===== config.mk =====
export PLATFORM = sky130hd
export DESIGN_NAME = instr_fetch_flat
export DESIGN_NICKNAME = d
export VERILOG_FILES = /design/src/rtl/dlx_pkg.sv /design/src/rtl/instr_fetch_if.sv /design/src/rtl/fetch_pc_gen.sv /design/src/rtl/instr_fetch.sv /design/src/flat_wrapper.sv
export SDC_FILE = /design/constraint.sdc
export NUM_CORES = 1
export LEC_CHECK = 0
export CORE_MARGIN = 2
export CORE_UTILIZATION = 46
export CTS_BUF_LIST = sky130_fd_sc_hd__clkbuf_2 sky130_fd_sc_hd__clkbuf_4 sky130_fd_sc_hd__clkbuf_8
export CTS_CLUSTER_DIAMETER = 150
export DETAILED_ROUTE_END_ITERATION = 6
export PLACE_DENSITY = 0.86
export RECOVER_POWER = 25
export SLEW_MARGIN = 10
export SYNTH_ARGS = -nofsm -noshare
export SYNTH_HDL_FRONTEND = slang
export SYNTH_SLANG_ARGS = --single-unit
export TNS_END_PERCENT = 5

===== constraint.sdc =====
create_clock -name clk -period 2.3 [get_ports clk]
set_input_delay 0.46 -clock clk [delete_from_list [all_inputs] [get_ports clk]]
set_output_delay 0.46 -clock clk [all_outputs]
set_load 0.005 [all_outputs]

===== src/rtl/dlx_pkg.sv =====
// Shared DLX definitions: fetch FSM states, opcode constants and fetch defaults.
// Optional misaligned-redirect trap is enabled with FETCH_MISALIGN_TRAP_EN.
package dlx_pkg;

    typedef enum logic [1:0] {
        START = 2'd0,
        RUN   = 2'd1,
        HALT  = 2'd2
    } fetch_state_t;

    localparam logic [5:0]  OP_TRAP          = 6'b010001;
    localparam logic [5:0]  OP_NOP           = 6'b010101;
    localparam logic [31:0] DEFAULT_RESET_PC = 32'h0040_0020;
    localparam logic [31:0] DEFAULT_NOP_WORD = {OP_NOP, 26'd0};

    function automatic logic is_trap(input logic [5:0] opcode);
        return opcode == OP_TRAP;
    endfunction

endpackage


===== src/rtl/instr_fetch_if.sv =====
// Instruction memory read port between the fetch stage (master) and memory (slave).
interface instr_fetch_if;
    logic        imem_cs;
    logic        imem_oe;
    logic        imem_we;
    logic [31:0] imem_addr;
    logic [0:31] imem_dout;

    modport master (output imem_cs, imem_oe, imem_we, imem_addr, input imem_dout);
    modport slave  (input imem_cs, imem_oe, imem_we, imem_addr, output imem_dout);
endinterface


===== src/rtl/fetch_pc_gen.sv =====
// Program counter register with next-PC selection (reset / redirect / hold / +4)
// and the PC+4 adder shared with the IF/ID register.
module fetch_pc_gen
    import dlx_pkg::*;
#(
    parameter logic [31:0] RESET_PC = DEFAULT_RESET_PC
) (
    input  logic        clk,
    input  logic        reset,
    input  logic        redirect,
    input  logic        advance,
    input  logic [31:0] target,
    output logic [31:0] pc,
    output logic [31:0] pc4
);

    logic [31:0] pc_reg;
    logic [31:0] pc_next;

    // Modulo-2^32 add: the top word wraps to zero silently.
    assign pc4 = pc_reg + 32'd4;
    assign pc  = pc_reg;

    always_comb begin
        pc_next = pc_reg;
        if (redirect) begin
            pc_next = target;
        end else if (advance) begin
            pc_next = pc4;
        end
    end

    always_ff @(posedge clk) begin
        if (reset) begin
            pc_reg <= RESET_PC;
        end else begin
            pc_reg <= pc_next;
        end
    end

endmodule


===== src/rtl/instr_fetch.sv =====
// DLX instruction-fetch stage: START/RUN/HALT FSM, IF/ID register, redirect squash.
// Define FETCH_MISALIGN_TRAP_EN to halt on misaligned redirect targets.
module instr_fetch
    import dlx_pkg::*;
#(
    parameter logic [31:0] RESET_PC = DEFAULT_RESET_PC,
    parameter logic [31:0] NOP_WORD = DEFAULT_NOP_WORD
) (
    input  logic                 clk,
    input  logic                 reset,
    input  logic                 stall,
    input  logic                 redirect,
    input  logic [31:0]          redirect_pc,
    instr_fetch_if.master        imem,
    output logic [0:31]          if_id_instr,
    output logic [31:0]          if_id_pc4,
    output logic                 if_id_valid,
    output logic                 halted,
    output logic                 fetch_misalign
);

    fetch_state_t state_reg;
    fetch_state_t state_next;
    logic         capture;
    logic         port_en;
    logic         redirect_misaligned;
    logic [31:0]  target;
    logic [31:0]  pc;
    logic [31:0]  pc4;
    logic [0:31]  if_id_instr_reg;
    logic [31:0]  if_id_pc4_reg;
    logic         if_id_valid_reg;

`ifdef FETCH_MISALIGN_TRAP_EN
    logic misalign_reg;

    assign redirect_misaligned = redirect && (redirect_pc[1:0] != 2'b00);
    assign target              = redirect_pc;

    // Sticky until reset; a later redirect resumes fetch but keeps the flag.
    always_ff @(posedge clk) begin
        if (reset) begin
            misalign_reg <= 1'b0;
        end else if (redirect_misaligned) begin
            misalign_reg <= 1'b1;
        end
    end

    assign fetch_misalign = misalign_reg;
`else
    assign redirect_misaligned = 1'b0;
    assign target              = redirect_pc & ~32'd3;
    assign fetch_misalign      = 1'b0;
`endif

    fetch_pc_gen #(
        .RESET_PC (RESET_PC)
    ) u_pc_gen (
        .clk      (clk),
        .reset    (reset),
        .redirect (redirect),
        .advance  (capture),
        .target   (target),
        .pc       (pc),
        .pc4      (pc4)
    );

    always_comb begin
        state_next = state_reg;
        capture    = 1'b0;
        port_en    = 1'b0;
        case (state_reg)
            START: state_next = RUN;
            RUN: begin
                port_en = 1'b1;
                if (!stall) begin
                    capture = 1'b1;
                    if (is_trap(imem.imem_dout[0:5])) begin
                        state_next = HALT;
                    end
                end
            end
            HALT:    state_next = HALT;
            default: state_next = START;
        endcase
        // Redirect overrides stall and any capture in the same cycle.
        if (redirect) begin
            capture    = 1'b0;
            state_next = redirect_misaligned ? HALT : RUN;
        end
    end

    always_ff @(posedge clk) begin
        if (reset) begin
            state_reg <= START;
        end else begin
            state_reg <= state_next;
        end
    end

    always_ff @(posedge clk) begin
        if (reset) begin
            if_id_instr_reg <= NOP_WORD;
            if_id_pc4_reg   <= 32'd0;
            if_id_valid_reg <= 1'b0;
        end else if (redirect) begin
            if_id_instr_reg <= NOP_WORD;
            if_id_valid_reg <= 1'b0;
        end else if (capture) begin
            if_id_instr_reg <= imem.imem_dout;
            if_id_pc4_reg   <= pc4;
            if_id_valid_reg <= 1'b1;
        end else if (state_reg == HALT && !stall) begin
            if_id_valid_reg <= 1'b0;
        end
    end

    assign imem.imem_cs   = port_en;
    assign imem.imem_oe   = port_en;
    assign imem.imem_we   = 1'b0;
    assign imem.imem_addr = pc;

    assign if_id_instr = if_id_instr_reg;
    assign if_id_pc4   = if_id_pc4_reg;
    assign if_id_valid = if_id_valid_reg;
    assign halted      = (state_reg == HALT);

endmodule


===== src/flat_wrapper.sv =====
// flat-port wrapper written by rule: the top's interface ports become plain ports
module instr_fetch_flat import dlx_pkg::*;
#(
    parameter logic [31:0] RESET_PC = DEFAULT_RESET_PC,
    parameter logic [31:0] NOP_WORD = DEFAULT_NOP_WORD
)
  (clk, reset, stall, redirect, redirect_pc, if_id_instr, if_id_pc4, if_id_valid, halted, fetch_misalign, imem_imem_cs, imem_imem_oe, imem_imem_we, imem_imem_addr, imem_imem_dout);
  instr_fetch_if imem_i ();
  input  logic clk;
  input  logic reset;
  input  logic stall;
  input  logic redirect;
  input  logic [31:0] redirect_pc;
  output logic [0:31] if_id_instr;
  output logic [31:0] if_id_pc4;
  output logic if_id_valid;
  output logic halted;
  output logic fetch_misalign;
  output wire logic [$bits(imem_i.imem_cs)-1:0] imem_imem_cs;
  output wire logic [$bits(imem_i.imem_oe)-1:0] imem_imem_oe;
  output wire logic [$bits(imem_i.imem_we)-1:0] imem_imem_we;
  output wire logic [$bits(imem_i.imem_addr)-1:0] imem_imem_addr;
  input wire logic [$bits(imem_i.imem_dout)-1:0] imem_imem_dout;
  assign imem_imem_cs = imem_i.imem_cs;
  assign imem_imem_oe = imem_i.imem_oe;
  assign imem_imem_we = imem_i.imem_we;
  assign imem_imem_addr = imem_i.imem_addr;
  assign imem_i.imem_dout = imem_imem_dout;
  instr_fetch #(.RESET_PC(RESET_PC), .NOP_WORD(NOP_WORD)) u_core (.clk(clk), .reset(reset), .stall(stall), .redirect(redirect), .redirect_pc(redirect_pc), .imem(imem_i), .if_id_instr(if_id_instr), .if_id_pc4(if_id_pc4), .if_id_valid(if_id_valid), .halted(halted), .fetch_misalign(fetch_misalign));
endmodule

After elaboration in Yosys (flattened, before gate mapping)
Index checks and enable logic that the tools add are counted.
- register bits: 99
- input port bits: 68
- add/subtract/negate cells: 1
- equal/unequal tests: 7
- multiplexer cells: 12
- bitwise gates (word level): 1
- reduce and logical (&&, ||, !) cells: 9
- operators with widths (operator ; count):
    2-to-1 mux 32 bit ; 2
    adder 32 x 3 -> 32 bit, second input constant ; 1
    2-to-1 mux 1 bit ; 7
    == test 6 x 5 -> 1 bit, second input constant ; 1
    one-hot mux 2 bit (3 select lines) ; 1
    AND reduction 2 bit ; 3
    2-to-1 mux 2 bit ; 2
    nonzero test 2 bit ; 2
    != test 3 x 2 -> 1 bit, second input constant ; 1
    != test 3 bit, second input constant ; 1
    == test 2 x 1 -> 1 bit, second input constant ; 1
    == test 2 bit, second input constant ; 1
    logical NOT 2 bit ; 1
    != test 2 x 1 -> 1 bit, second input constant ; 1
    != test 2 bit, second input constant ; 1
    OR reduction 2 bit ; 1
    logical AND 1 bit ; 1
    logical NOT 1 bit ; 1
    NOT 1 bit ; 1

Longest topological paths before layout
Gate-level depths: netlist (run 1).
- word-level depth: 5
- depth in mapped cells: 9
- gate-level depth less buffers: 7

Cells and area by module
A second synthesis (run 1) with hierarchy kept.
- cells, all modules: 563
- area total of the unflattened synthesis: 4870.9 µm²
- modules (own cells, without submodules) (module ; times used ; area an instance (µm²) ; cells an instance):
    instr_fetch ; 1 ; 2466.1 ; 248
    fetch_pc_gen ; 1 ; 2404.8 ; 315

Least setup slack after synthesis (run 1)
No wires, ideal clock.
- path kind: input port to flip-flop
- from: input port imem_imem_dout[27]
- to: register u_core.state_reg[0]
- path buffers: 0
- stages: 5
- arrival: 1.663 ns
- path slack: 0.501 ns
- cell sequence: or4b_2 -> o41ai_4 -> nor2_1 -> a21oi_1 -> a21oi_1
- cells in the longest elaborated chain, start to end: 3
- ends and longest elaborated chain (element ; RTL line ; RTL):
    from (decl) ; flat_wrapper.sv:23 ; input wire logic [$bits(imem_i.imem_dout)-1:0] imem_imem_dout;
    == test 6 x 5 -> 1 bit ; dlx_pkg.sv:17 ; return opcode == OP_TRAP;
    != test 3 x 2 -> 1 bit (no source line) ; - ;
    AND reduction 2 bit (no source line) ; - ;
    to (signal assigned) ; instr_fetch.sv:97 ; state_reg <= state_next;
    to (decl) ; instr_fetch.sv:22 ; fetch_state_t state_reg;
Every way passes these cells.
A chain may end at the register's enable or synchronous reset.

Final worst setup path (run 1)
- from: register u_core.state_reg[1]
- to: output port imem_imem_cs
- cells in the longest elaborated chain, start to end: 2
- ends and longest elaborated chain (element ; RTL line ; RTL):
    == test 2 x 1 -> 1 bit ; instr_fetch.sv:72 ; case (state_reg)
    2-to-1 mux 1 bit ; instr_fetch.sv:72 ;
    to (decl) ; flat_wrapper.sv:19 ; output wire logic [$bits(imem_i.imem_cs)-1:0] imem_imem_cs;
Every way passes these cells.

==> results.json, run 1 <==
{
  "crit_fanout": 5,
  "setup_viol": 0,
  "ys_ff_latch": 95,
  "largest_reg_flops": 32,
  "grt_max_degree": 48,
  "synth_top_family_by_area": "simple AND/OR/NAND/NOR gates",
  "pin_count": 170,
  "wl_per_cell_um": 15.2,
  "status": "complete, no violations",
  "place.gp.congestion": 0.869,
  "period_minus_slack_ns": 2.16,
  "finalHoldViolCount": 0,
  "area_growth_pct": 42.1,
  "fin_skew_ns": 0.00705,
  "ys_types": 44,
  "power_leakage_nw": 2.34,
  "finalSetupTns_ns": 0,
  "n_antenna_cell": 0,
  "endpoint_kind": "primary output",
  "hold_path.class": "register to register",
  "cts_hold_buf": 0,
  "core-area_sq_um": 9680,
  "firstDrtPassIters": 4,
  "place_area_sq_um": 6270,
  "grt_pass1_wl_um": 20300,
  "wl_um": 12700,
  "drive_above_1_share": 0.0852,
  "dp_cells": 821,
  "synthMuxAreaShare": 0.00881,
  "detail-route-antenna-nets": 0,
  "synth_compound_area_frac": 0.152,
  "drt_iter0_markers": 169,
  "vias": 4412,
  "critical_path.top_delay_family": "buffers and inverters",
  "ys_warn_count": 0,
  "netlist_area_sq_um": 4550,
  "final_common_cell": "clkdlybuf4s50_1",
  "slew_violations": 0,
  "vdd_drop_max_uv": 345,
  "routed_via_density": 5.27,
  "insertion_delay_ns": 0.37,
  "cp-start-kind": "register",
  "cts_root_buf": "clkbuf_8",
  "synthAdderAreaFrac": 0.0110,
  "start_util": 0.469,
  "antenna_found_initial": 0,
  "fmax_ghz": 0.462,
  "grt.overflow.total": 0,
  "critical_path_required_ns": 1.84,
  "cts_resized": 0,
  "worstPathArrival_ns": 1.70,
  "cts_buffers": 9,
  "cts_tree": "done",
  "ys_seq_area_frac": 0.418,
  "slowest_delay_ns": 0.57,
  "clk_pin_slew_worst_paths_ns": 0.10,
  "cts_sinks": 95,
  "crit_path_cell_trace": "inv_1, ha_1, clkdlybuf4s50_1",
  "drc": 0,
  "grt_usage": 0.243,
  "nets": 771,
  "synth_xor_area_frac": 0.100,
  "ctsLongestPathBuffers": 2,
  "dp_hpwl_um": 9330,
  "powerDensity_nw_per_um2": 535,
  "first_global_vias": 4214,
  "crit_type": "register to primary output",
  "stdcell_area_sq_um": 6460,
  "drv_cap": 0,
  "grt_setup_unrepaired": "no",
  "htree_num_levels": 3,
  "synth_flop_cell": "dfxtp_1",
  "finalNonFillerCells": 837,
  "final.period_utilization": 0.941,
  "io_buffers": 161,
  "critPathBufInv": 2,
  "final_util": 0.667,
  "die_h_um": 103,
  "final_cell_mix": "clkdlybuf4s50_1 (113), dfxtp_1 (95), nand2_1 (91)",
  "die_x_um": 103,
  "synthSimpleGateAreaFrac": 0.242,
  "slowest_stage": "clkdlybuf4s50_1",
  "cts_setup_buffers": 0,
  "num-fill-cells": 786,
  "fp-row-count": 36,
  "synth_edf_count": 0,
  "ys_async_sr_fraction": 0,
  "syn_avg_cell_area_sq_um": 8.22,
  "syn_inst": 553,
  "die-area_sq_um": 10700
}
## worst paths after layout
| kind | start | endpoint | slack (ns) | cells after the start |
|---|---|---|---|---|
| max | u_core.state_reg[1] | imem_imem_cs | 0.14 | 3 |
| max reg2reg | u_core.u_pc_gen.pc[2] | u_core.u_pc_gen.pc[14] | 0.28 | 7 |
| min reg2reg | u_core.if_id_instr[23] | u_core.if_id_instr[23] | 0.45 | 2 |
| min | u_core.if_id_instr[23] | u_core.if_id_instr[23] | 0.45 | 2 |
## cells in the mapped netlist, types with 13 or more instances
library cell | number | area, sq um
a211oi_1 | 39 | 293
a21oi_1 | 46 | 230
buf_2 | 13 | 65.1
clkbuf_1 | 21 | 78.8
dfxtp_1 | 95 | 1900
nand2_1 | 91 | 342
nand3_1 | 18 | 90.1
nand4_1 | 16 | 100
nor2_1 | 69 | 259
xnor2_1 | 16 | 140
xor2_1 | 36 | 315
## worst reg2reg max path, delay by kind of cell, from the launching register on
kind | cells | cell delay, ns
AOI/OAI and AO/OA | 1 | 0.25
xor gates and xnor gates | 1 | 0.19
adders and majority gates | 1 | 0.24
buffers and inverters | 1 | 0.26
DFF | 1 | 0.42
and+or+nand+nor | 3 | 0.58
## routing by layer
layer,track usage,vias to the layer above,share of wire
met5,0,-,0
li1,-,2164,-
met4,0.109,0,0.026
met3,0.0652,34,0.084
met1,0.303,2028,0.40
met2,0.395,186,0.49
## through the flow
| step | hold WS (ns) | total power, W | setup slack (ns) |
|---|---|---|---|
| 2_1_floorplan | 0.453 | 0.00210 | 0.501 |
| 3_3_place_gp | 0.441 | 0.00243 | -0.00496 |
| 3_5_place_dp | 0.446 | 0.00245 | -0.0132 |
| 4_1_cts | 0.460 | 0.00349 | 0.0989 |
| 5_1_grt | 0.482 | 0.00362 | 0.0260 |
| 6_report | 0.455 | 0.00346 | 0.136 |
## cells by family after synthesis
logic type	after synthesis
xor gates and xnor gates	52
buffers and inverters	60
adders and majority gates	4
and+or+nand+nor	235
muxes	4
AOI/OAI and AO/OA	102
DFF	95
other	1
## layout make-up
| type | count | area [sq um] | area share |
|---|---|---|---|
| clock buffer | 10 | 138 | 0.0213 |
| clock inverter | 6 | 46.3 | 0.00717 |
| inverter | 9 | 33.8 | 0.00523 |
| multi-input combinational | 403 | 2380 | 0.368 |
| sequential | 95 | 1900 | 0.295 |
| tap | 133 | 166 | 0.0258 |
| timing repair buffer | 181 | 1790 | 0.278 |
## report_power, final
| group | switching (W) | leakage, nW | internal (W) |
|---|---|---|---|
| Clock | 0.000626 | 0.0885 | 0.000426 |
| Combinational | 0.000263 | 1.48 | 0.000338 |
| Sequential | 0.0000830 | 0.777 | 0.00172 |
Power figures use the tool's default switching activity.
==> run 2, diff against run 1 <==
--- a/config.mk
+++ b/config.mk
@@ -5,6 +5,7 @@
 export SDC_FILE = /design/constraint.sdc
 export NUM_CORES = 1
 export LEC_CHECK = 0
+export CAP_MARGIN = 20
 export CORE_MARGIN = 2
 export CORE_UTILIZATION = 46
 export CTS_BUF_LIST = sky130_fd_sc_hd__clkbuf_2 sky130_fd_sc_hd__clkbuf_4 sky130_fd_sc_hd__clkbuf_8
@@ -16,4 +17,4 @@
 export SYNTH_ARGS = -nofsm -noshare
 export SYNTH_HDL_FRONTEND = slang
 export SYNTH_SLANG_ARGS = --single-unit
-export TNS_END_PERCENT = 5
+export TNS_END_PERCENT = 100
==> results of run 2 <==
The final DEF is identical to that of run 1; final timing and power are the same.
==> run 3, diff against run 2 <==
==> constraint.sdc (replaced) <==
create_clock -name clk -period 2 [get_ports clk]
set_input_delay 0.4 -clock clk [delete_from_list [all_inputs] [get_ports clk]]
set_output_delay 0.4 -clock clk [all_outputs]
set_load 0.005 [all_outputs]
==> run 3 against run 2 <==
Compared with the run above:
- total power grew 20%
- first-iteration DRC count shrank 20%
- global-route usage shrank 0.12 points
- clock power grew 27%
- utilization grew 1.9 points
- flip-flop and latch count is the same
- critical path type unchanged
- largest power group unchanged
==> results.json, run 3 (synthesis results as in run 1) <==
{
  "hold_depth": 2,
  "worstPathArrival_ns": 1.55,
  "fp-row-count": 36,
  "grt_pass1_wl_um": 20400,
  "status": "complete, no violations",
  "slew_violations": 0,
  "nets": 789,
  "wl_met3_um": 1080,
  "drt_iter0_markers": 135,
  "drive_above_1_share": 0.106,
  "critPathBufInv": 2,
  "routed_via_density": 5.30,
  "dr.max_layer_used": "met4",
  "crit_fanout": 3,
  "worstMarginPinSlew_ns": 0.529,
  "die-area_sq_um": 10700,
  "detail-route-antenna-nets": 0,
  "reg2reg_to": "u_core.u_pc_gen.pc[22]",
  "endpoint_kind": "primary output",
  "critical_path_required_ns": 1.60,
  "cts_hold_buf": 0,
  "powerDensity_nw_per_um2": 623,
  "wl_per_cell_um": 15.3,
  "fin_skew_ns": 0.00976,
  "antenna_found_initial": 1,
  "finalHoldViolCount": 0,
  "cts_tree": "done",
  "final.period_utilization": 0.973,
  "vdd_drop_max_uv": 386,
  "grt.overflow.total": 0,
  "netSwitchingFraction": 0.253,
  "power_leakage_nw": 2.42,
  "setup_viol": 0,
  "die_h_um": 103,
  "clockPowerShare": 0.321,
  "drv_cap": 0,
  "finalSetupTns_ns": 0,
  "final_cell_mix": "clkdlybuf4s50_1 (125), dfxtp_1 (95), nand2_1 (91)",
  "final_common_cell": "clkdlybuf4s50_1",
  "r2r_slack_ns": 0.14,
  "ctsLongestPathBuffers": 2,
  "holdCritStartpoint": "u_core.if_id_instr[22]",
  "switching_power_w": 0.00104,
  "r2r_cells": 5,
  "critical_path.top_delay_family": "buffers and inverters",
  "setup_slack_ns": 0.0542,
  "slowest_stage": "clkdlybuf4s50_1",
  "area_growth_pct": 46.1,
  "wl_met2_um": 6450,
  "largest_reg_flops": 32,
  "n_antenna_cell": 0,
  "dp_hpwl_um": 9860,
  "slowest_delay_ns": 0.51,
  "cts_root_buf": "clkbuf_8",
  "drc": 0,
  "place.gp.congestion": 0.899,
  "clk_pin_slew_worst_paths_ns": 0.08,
  "grt_usage": 0.242,
  "grt_max_degree": 44,
  "cts_sinks": 95,
  "core-area_sq_um": 9680,
  "fmax_ghz": 0.514,
  "cts_buffers": 9,
  "intPower_w": 0.00309,
  "hold_path.class": "register to register",
  "crit_path_cell_trace": "inv_1, ha_2, clkdlybuf4s50_1",
  "pre_cts_ws_ns": -0.256,
  "pin_count": 170,
  "slew_headroom": 0.644,
  "pwr-share-seq": 0.500,
  "vias": 4512,
  "insertion_delay_ns": 0.37,
  "wl_um": 13000,
  "start_util": 0.469,
  "power.share.combinational": 0.180,
  "cp-start-kind": "register",
  "min_to": "u_core.if_id_instr[22]",
  "first_global_vias": 4376,
  "wirelength_met1_um": 5180,
  "crit_type": "register to primary output",
  "period_minus_slack_ns": 1.95,
  "io_buffers": 161,
  "die_x_um": 103,
  "firstDrtPassIters": 4,
  "htree_num_levels": 3,
  "timing.rr.start": "u_core.u_pc_gen.pc[3]"
}
-- run 3: cell types whose count changed in the layout (fill, tap and decap cells not counted), moves of 2 or more --
cell	change
ha_1	-2
buf_4	+13
clkinvlp_4	-2
bufinv_16	+2
clkdlybuf4s50_1	+12
dlygate4sd3_1	-12
buf_12	+2
clkbuf_2	+2
clkinv_4	-3
-- run 3: worst max-delay path by stage --
| stage | endpoint | start | depth (start not counted) | slack [ns] |
|---|---|---|---|---|
| 4_1_cts | imem_imem_oe | u_core.state_reg[1] | 3 | 0.006 |
| 5_1_grt | u_core.state_reg[0] | imem_imem_dout[27] | 6 | -0.003 |
| 6_report | halted | u_core.state_reg[0] | 3 | 0.05 |
| 3_5_place_dp | u_core.state_reg[0] | imem_imem_dout[27] | 6 | -0.26 |
| 2_1_floorplan | u_core.u_pc_gen.pc[19] | u_core.state_reg[1] | 8 | 0.24 |
| 3_3_place_gp | u_core.state_reg[0] | imem_imem_dout[27] | 6 | -0.22 |
-- run 3: routing by layer --
metal,global-route usage,vias up
li1,-,2187
met1,0.283,2122
met2,0.410,178
met3,0.0800,25
met4,0.0962,0
met5,0,-
-- run 3: cell type report --
type / count / area (sq um)
repair buffers: 199 / 1950
multi-input cells: 403 / 2400
clock inverters: 2 / 60.1
inverters: 9 / 33.8
flip-flops and latches: 95 / 1900
well taps: 133 / 166
fillers: 779 / 3040
clock buffers: 10 / 131
-- run 3: what timing repair did --
item / in CTS / in global routing
resized for setup: 2 / 5
setup endpoints to repair: 2 / 9
buffers inserted: 0 / 0
endpoints found under the hold margin: 0 / 0
pin swaps: 0 / 0
gates cloned: 0 / 0
-- run 3: power groups by stage --
| stage | Combinational (W) | Clock, W | Sequential, W |
|---|---|---|---|
| floorplan | 0.000319 | 0 | 0.00210 |
| global placement | 0.000732 | 0 | 0.00210 |
| detailed placement | 0.000755 | 0 | 0.00211 |
| CTS | 0.000759 | 0.00134 | 0.00207 |
| global route | 0.000810 | 0.00141 | 0.00208 |
| finish | 0.000743 | 0.00133 | 0.00207 |
-- run 3: worst min-delay path: stages (launching register included) --
cell     delay (ns)
dfxtp_1        0.31
nand2_1        0.05
a21oi_1        0.05
-- run 3: per-stage QoR --
step	cell area, sq um	utilization	hold WS [ns]	std cells	total power [W]
after floorplan	4560	-	0.453	558	0.00242
after global placement	6440	0.665	0.441	840	0.00284
after detailed placement	6440	0.665	0.451	840	0.00286
after CTS	6630	0.684	0.461	851	0.00416
after global routing	6640	0.686	0.481	851	0.00430
final	6640	0.686	0.460	851	0.00414
